**src/rtl/riscv_div_wbq.sv**
```systemverilog
// Two-entry writeback queue between the divide unit and the writeback port.
// Define RISCV_DIV_WBQ_BYPASS_EN to let a result reach writeback in its push cycle when the queue is empty.
module riscv_div_wbq #(
    parameter int XLEN  = 64,
    parameter int DEPTH = 2
) (
    input  logic            clk,
    input  logic            rst,
    input  logic            flush,
    input  logic            div_bubble,
    input  logic [XLEN-1:0] div_r,
    input  logic [4:0]      div_rd,
    output logic            wbq_stall,
    output logic            wb_valid,
    input  logic            wb_ready,
    output logic [XLEN-1:0] wb_r,
    output logic [4:0]      wb_rd,
    output logic            wb_we,
    output logic            wbq_ovf
);

    logic [XLEN-1:0] mem_r  [DEPTH];
    logic [4:0]      mem_rd [DEPTH];
    logic            wr_ptr;
    logic            rd_ptr;
    logic [1:0]      count;

    logic push;
    logic full;
    logic fifo_valid;
    logic fifo_pop;
    logic bypass_take;
    logic store;
    logic overflow;

    // A flush discards a same-cycle push, so it is folded into push itself.
    always_comb begin
        push        = !div_bubble && !flush;
        full        = (count == 2'(DEPTH));
        fifo_valid  = (count != 2'd0);
        bypass_take = 1'b0;
`ifdef RISCV_DIV_WBQ_BYPASS_EN
        wb_valid    = fifo_valid || (push && !rst);
        wb_r        = fifo_valid ? mem_r[rd_ptr]  : div_r;
        wb_rd       = fifo_valid ? mem_rd[rd_ptr] : div_rd;
        bypass_take = !fifo_valid && push && wb_ready && !rst;
`else
        wb_valid    = fifo_valid;
        wb_r        = mem_r[rd_ptr];
        wb_rd       = mem_rd[rd_ptr];
`endif
        fifo_pop    = fifo_valid && wb_ready;
        store       = push && !bypass_take && (!full || fifo_pop);
        overflow    = push && full && !fifo_pop;
        wb_we       = wb_valid && (wb_rd != 5'd0);
        wbq_stall   = full || ((count == 2'd1) && wb_valid && !wb_ready);
    end

    always_ff @(posedge clk or posedge rst) begin
        if (rst) begin
            wr_ptr  <= 1'b0;
            rd_ptr  <= 1'b0;
            count   <= 2'd0;
            wbq_ovf <= 1'b0;
        end else begin
            if (overflow)
                wbq_ovf <= 1'b1;
            if (flush) begin
                wr_ptr <= 1'b0;
                rd_ptr <= 1'b0;
                count  <= 2'd0;
            end else begin
                if (store)
                    wr_ptr <= wr_ptr + 1'b1;
                if (fifo_pop)
                    rd_ptr <= rd_ptr + 1'b1;
                count <= count + {1'b0, store} - {1'b0, fifo_pop};
            end
        end
    end

    // Entry storage carries no reset; wb_valid qualifies it.
    always_ff @(posedge clk) begin
        if (store) begin
            mem_r[wr_ptr]  <= div_r;
            mem_rd[wr_ptr] <= div_rd;
        end
    end

endmodule

```
**config.mk**
```make
export PLATFORM = sky130hd
export DESIGN_NAME = riscv_div_wbq
export DESIGN_NICKNAME = d
export VERILOG_FILES = /design/src/rtl/riscv_div_wbq.sv
export SDC_FILE = /design/constraint.sdc
export NUM_CORES = 1
export LEC_CHECK = 0
export ABC_CLOCK_PERIOD_IN_PS = 4800
export CORE_MARGIN = 4
export CORE_UTILIZATION = 48
export DETAILED_ROUTE_END_ITERATION = 7
export PLACE_DENSITY = 0.8
export SLEW_MARGIN = 20
export SYNTH_ARGS = -nofsm -noshare
export SYNTH_HDL_FRONTEND = slang
export SYNTH_SLANG_ARGS = --single-unit
```
**constraint.sdc**
```tcl
create_clock -name clk -period 4.8 [get_ports clk]
set_clock_uncertainty 0.15 [all_clocks]
set_input_delay 1.2 -clock clk [delete_from_list [all_inputs] [get_ports clk]]
set_output_delay 1.2 -clock clk [all_outputs]
set_load 0.05 [all_outputs]
```
Word level (Yosys, flattened, before mapping)

Memories as Yosys holds them, arrays and structs flattened.
Index checks and enable logic that the tools add are counted.

Reduce and logical (&&, ||, !) cells: 19
Div/mod/pow operators: 0
$lt $le $gt $ge: 0
Add/subtract/negate cells: 4
Shifts and indexed selects: 0
Equality and inequality tests: 2
Multiply operators: 0
Bitwise logic cells: 0
Mux-type cells: 7

Operator list:

| kind                  | count |
|---|---|
| $logic_and A1 B1 Y1   | 8 |
| $mux W1               | 6 |
| $reduce_bool A2 Y1    | 3 |
| $logic_not A1 Y1      | 5 |
| $reduce_bool A5 Y1    | 1 |
| $add A1 B1 Y1 const B | 2 |
| $add A2 B1 Y2         | 1 |
| $eq A2 B1 Y1 const B  | 1 |
| $eq A2 B2 Y1 const B  | 1 |
| $logic_or A1 B1 Y1    | 2 |
| $mux W2               | 1 |
| $sub A2 B1 Y2         | 1 |

Memories kept: 2
Logic and storage cells: 38
Register bits: 5
Input port bits: 74
Bits in latches: 0
Bits in read-only memories: 0
RAM bits: 138

Memory list:

| memory | words | bits a word | read ports | clocked after memory_dff | wr ports | line | RTL |
|---|---|---|---|---|---|---|---|
| mem_r  | 2     | 64          | 1          | 0                        | 1        | 22   | `logic [XLEN-1:0] mem_r [DEPTH];` |
| mem_rd | 2     | 5           | 1          | 0                        | 1        | 23   | `logic [4:0] mem_rd [DEPTH];` |

Depth between registers and ports, before layout

Depth in word-level cells: 7
Mapped depth: 7
Mapped depth without buffers: 7

Worst setup path before layout

No wires, ideal clock.

Path type: input port to flip-flop
Start: input wb_ready
End: memory mem_r[0][0], enable pin
Stages: 3
Arrival: 4.318 ns
Library setup time: 0.496 ns
Path slack: -0.164 ns
Cell sequence: nor3b_1 nand2b_1 nor2_1

Longest elaborated chain between the ends: 5

Ends and longest elaborated chain:

| element                       | line | RTL |
|---|---|---|
| start: declaration            | 15   | `input logic wb_ready,` |
| $logic_and A1 B1 Y1           | 52   | `fifo_pop = fifo_valid && wb_ready;` |
| $logic_or A1 B1 Y1            | 53   | `store = push && !bypass_take && (!full \|\| fifo_pop);` |
| $logic_and A1 B1 Y1           | 53   |  |
| $mux W1                       | 84   | `if (store) begin` |
| $mux W1 (implied by the code) | 85   | `mem_r[wr_ptr] <= div_r;` |
| end: declaration              | 22   |  |

No other way between the ends.

Worst setup path in the final report

Start: input wb_ready
End: output wbq_stall

Longest elaborated chain between the ends: 3

Ends and longest elaborated chain:

| element             | line | RTL |
|---|---|---|
| $logic_not A1 Y1    | 56   | `wbq_stall = full \|\| ((count == 2'd1) && wb_valid && !wb_ready);` |
| $logic_and A1 B1 Y1 | 56   |  |
| $logic_or A1 B1 Y1  | 56   |  |
| end: declaration    | 13   | `output logic wbq_stall,` |

No other way between the ends.

==> results.cfg <==
[run_status]
status = finished clean

[worst_hold_path]
hold_class = reg -> reg
holdPathStages = 1
min_from = wbq_ovf
min_to = wbq_ovf

[critical_path]
ff2ff_setup_slack_ps = 2660
worstSetupPathType = in -> out
path_common_cell = clkdlybuf4s50_1
path_max_fanout = 3
slowest_delay_ps = 820
arrival_ps = 2740
critPathSlowestCell = clkdlybuf4s50_1
cp.required_ps = 3450
setup.worst_path.end_class = primary output
worstRegToRegCells = 6
worstReg2RegEnd = count[0]
regToRegStartpoint = count[0]
path_cells = clkdlybuf4s50_1, nand2b_1, mux2i_1, clkdlybuf4s50_1
cp-start-kind = input pin

[finish]
fin_util_pct = 71.40
antenna_cells = 0
area_delta_synth_final_pct = 42.41
nets = 485
design_area_sq_um = 7503
regArea_sq_um = 4270
multi_input_area_sq_um = 958.4
fill_cells = 681
post_layout_nonfiller_instances = 558
drive_above_1_share_pct = 25.59

[power_and_ir_drop]
irDropWorstVdd_uv = 412.8
power.leakage_nw = 2.551
p_per_area_nw_per_um2 = 546.0

[timing]
setup_viol = 0
slew_viol_final = 0
fin_crit_sh_pct = 85.21
worstMarginPinSlew_ps = 575.1
fin_crit_ps = 4090
rsz0062_at_grt = no
finalHoldViolations = 0
relSlewSlack_pct = 61.66
fmax_ghz = 0.2445

[floorplan]
core.rowCount = 37
die_x_microns = 112.8
fp.coreArea_sq_um = 10510
dieArea_sq_um = 12720
die_y_microns = 112.8
start_util_pct = 50.14
io_pins = 147

[detailed_routing]
vias = 2786
wl_microns = 10230
first_pass_iters = 4
routed_via_density = 4.993
wire_per_inst_microns = 18.34
drt_iter0_drc = 86
postRouteAntennaNets = 0
drc = 0

[placed_design]
dpl_cell_area_sq_um = 6917
dp_hpwl_microns = 6756
placed_cells = 526
routabilityCongestion = 0.7096
portBuffers = 146

[clocking]
cts_hold_buffers = 0
cts_sinks = 143
worstSkewPairLatency_ps = 500
postCtsSetupBuffers = 0
cts.repair.resized = 0
clock-root-buffer = clkbuf_8
htreeDepth = 4
clk_pin_slew_ps = 50
cts_buffers = 17
cts_buffer_depth = 2
cts_tree = yes

[synth]
synth_warnings = 0
syn-num-nets = 322
yosysTopAreaCell = edfxtp_1
yosys.cell_types.count = 23
avgSynthCellArea_sq_um = 21.42
synth_cells = 246
ys_ff_latch = 143
synth_area_sq_um = 5269
netlist.area_leader.share_pct = 78.65
yosys-top-cells-area = edfxtp_1 79%, mux2_2 14%, dfrtp_1 2.4%
seq_area_frac_synth_pct = 81.03

[global_route]
antenna_found_initial = 0
grtUsageTotal_pct = 16.46
grt_pass1_vias = 3074
overflow = 0
grt_pass1_wl_microns = 15880
grt_max_degree = 42

[flow_run]
drv_cap = 0
report_power, final:
group | switching (mW) | internal, mW
Sequential | 0.0363 | 1.46
Combinational | 0.815 | 0.504
Clock | 0.486 | 0.796
Total | 1.34 | 2.76
metrics by stage:
step	setup WS, ps	setup TNS, ps	total power, mW	hold WS, ps
detailed placement	707.4	0	2.847	349.3
global placement	733.2	0	2.833	321.8
floorplan	-164.4	-22680	2.424	385.5
finish	709.8	0	4.097	352.8
CTS	707.4	0	4.144	362.3
global route	632.8	0	4.251	388.6
final cells by class:
type,count,share of cell area (%)
Timing Repair Buffer,152,20.08
Clock inverter,12,2.151
Multi-Input combinational cell,92,12.77
Inverter,3,0.1501
Clock buffer,20,5.669
Sequential cell,143,56.91
Tap cell,136,2.268
flip-flops by register name (all words and copies together) (netlist names):
name	count
rd_ptr	1
wr_ptr	1
wbq_ovf	1
mem_rd	10
mem_r	128
count	2
per-layer routing:
layer	up-vias	routed length (microns)	track usage, %
met4	0	46	5.529
met1	1378	4083	19.08
met3	6	641	5.722
li1	1303	-	-
met2	99	5461	28.59
met5	-	0	0
synth_stat cells:
cell type	count
clkbuf_1	1
mux2_2	67
nor3b_1	1
o21ai_0	1
xnor2_1	2
nand2b_1	2
or4_1	1
nor2_1	5
buf_6	1
xor2_1	1
dfrtp_1	5
inv_1	3
ha_1	2
buf_2	6
nor2b_1	1
o21a_1	2
or2_2	1
or3_1	1
a21oi_1	1
mux2_4	2
mux2i_1	1
edfxtp_1	138
a21o_1	1
layout by cell type, fill, tap and decap left out, drive strengths merged:
| master | n |
|---|---|
| mux2 | 69 |
| a21o | 1 |
| nand2b | 2 |
| bufinv | 3 |
| nor2b | 1 |
| dfrtp | 5 |
| buf | 6 |
| ha | 2 |
| edfxtp | 138 |
| o21ai | 1 |
| o21a | 2 |
| xnor2 | 2 |
| a21oi | 1 |
| clkinv | 4 |
| xor2 | 1 |
| or2 | 1 |
| clkbuf | 20 |
| nor2 | 5 |
| or4 | 1 |
| clkdlybuf4s50 | 146 |
| or3 | 1 |
| clkinvlp | 3 |
| nor3b | 1 |
| inv | 5 |
| mux2i | 1 |
critical path, delay by kind of cell:
kind,cells,cell delay (ps)
mux,1,130
simple gates,1,150
buf+inv,2,1250
logic make-up after synthesis:
| group | Yosys count | share of synthesized area [%] |
|---|---|---|
| flip-flops | 143 | 81.03 |
| multiplexers | 70 | 15.08 |
| AND/OR/NAND/NOR | 12 | 1.235 |
| buffers and inverters | 11 | 1.069 |
| AO/OA/AOI/OAI | 5 | 0.6172 |
| XOR/XNOR | 3 | 0.4988 |
| adder cells (fa/ha/maj) | 2 | 0.4749 |
how the worst max path moves through the flow:
stage,endpoint,from,slack (ps)
after floorplan,mem_r[0][0],wb_ready,-160
after global placement,wbq_stall,wb_ready,730
after detailed placement,wbq_stall,wb_ready,710
after CTS,wbq_stall,wb_ready,710
after global routing,wbq_stall,wb_ready,630
final,wbq_stall,wb_ready,710
(Power assumes the default switching activity.)
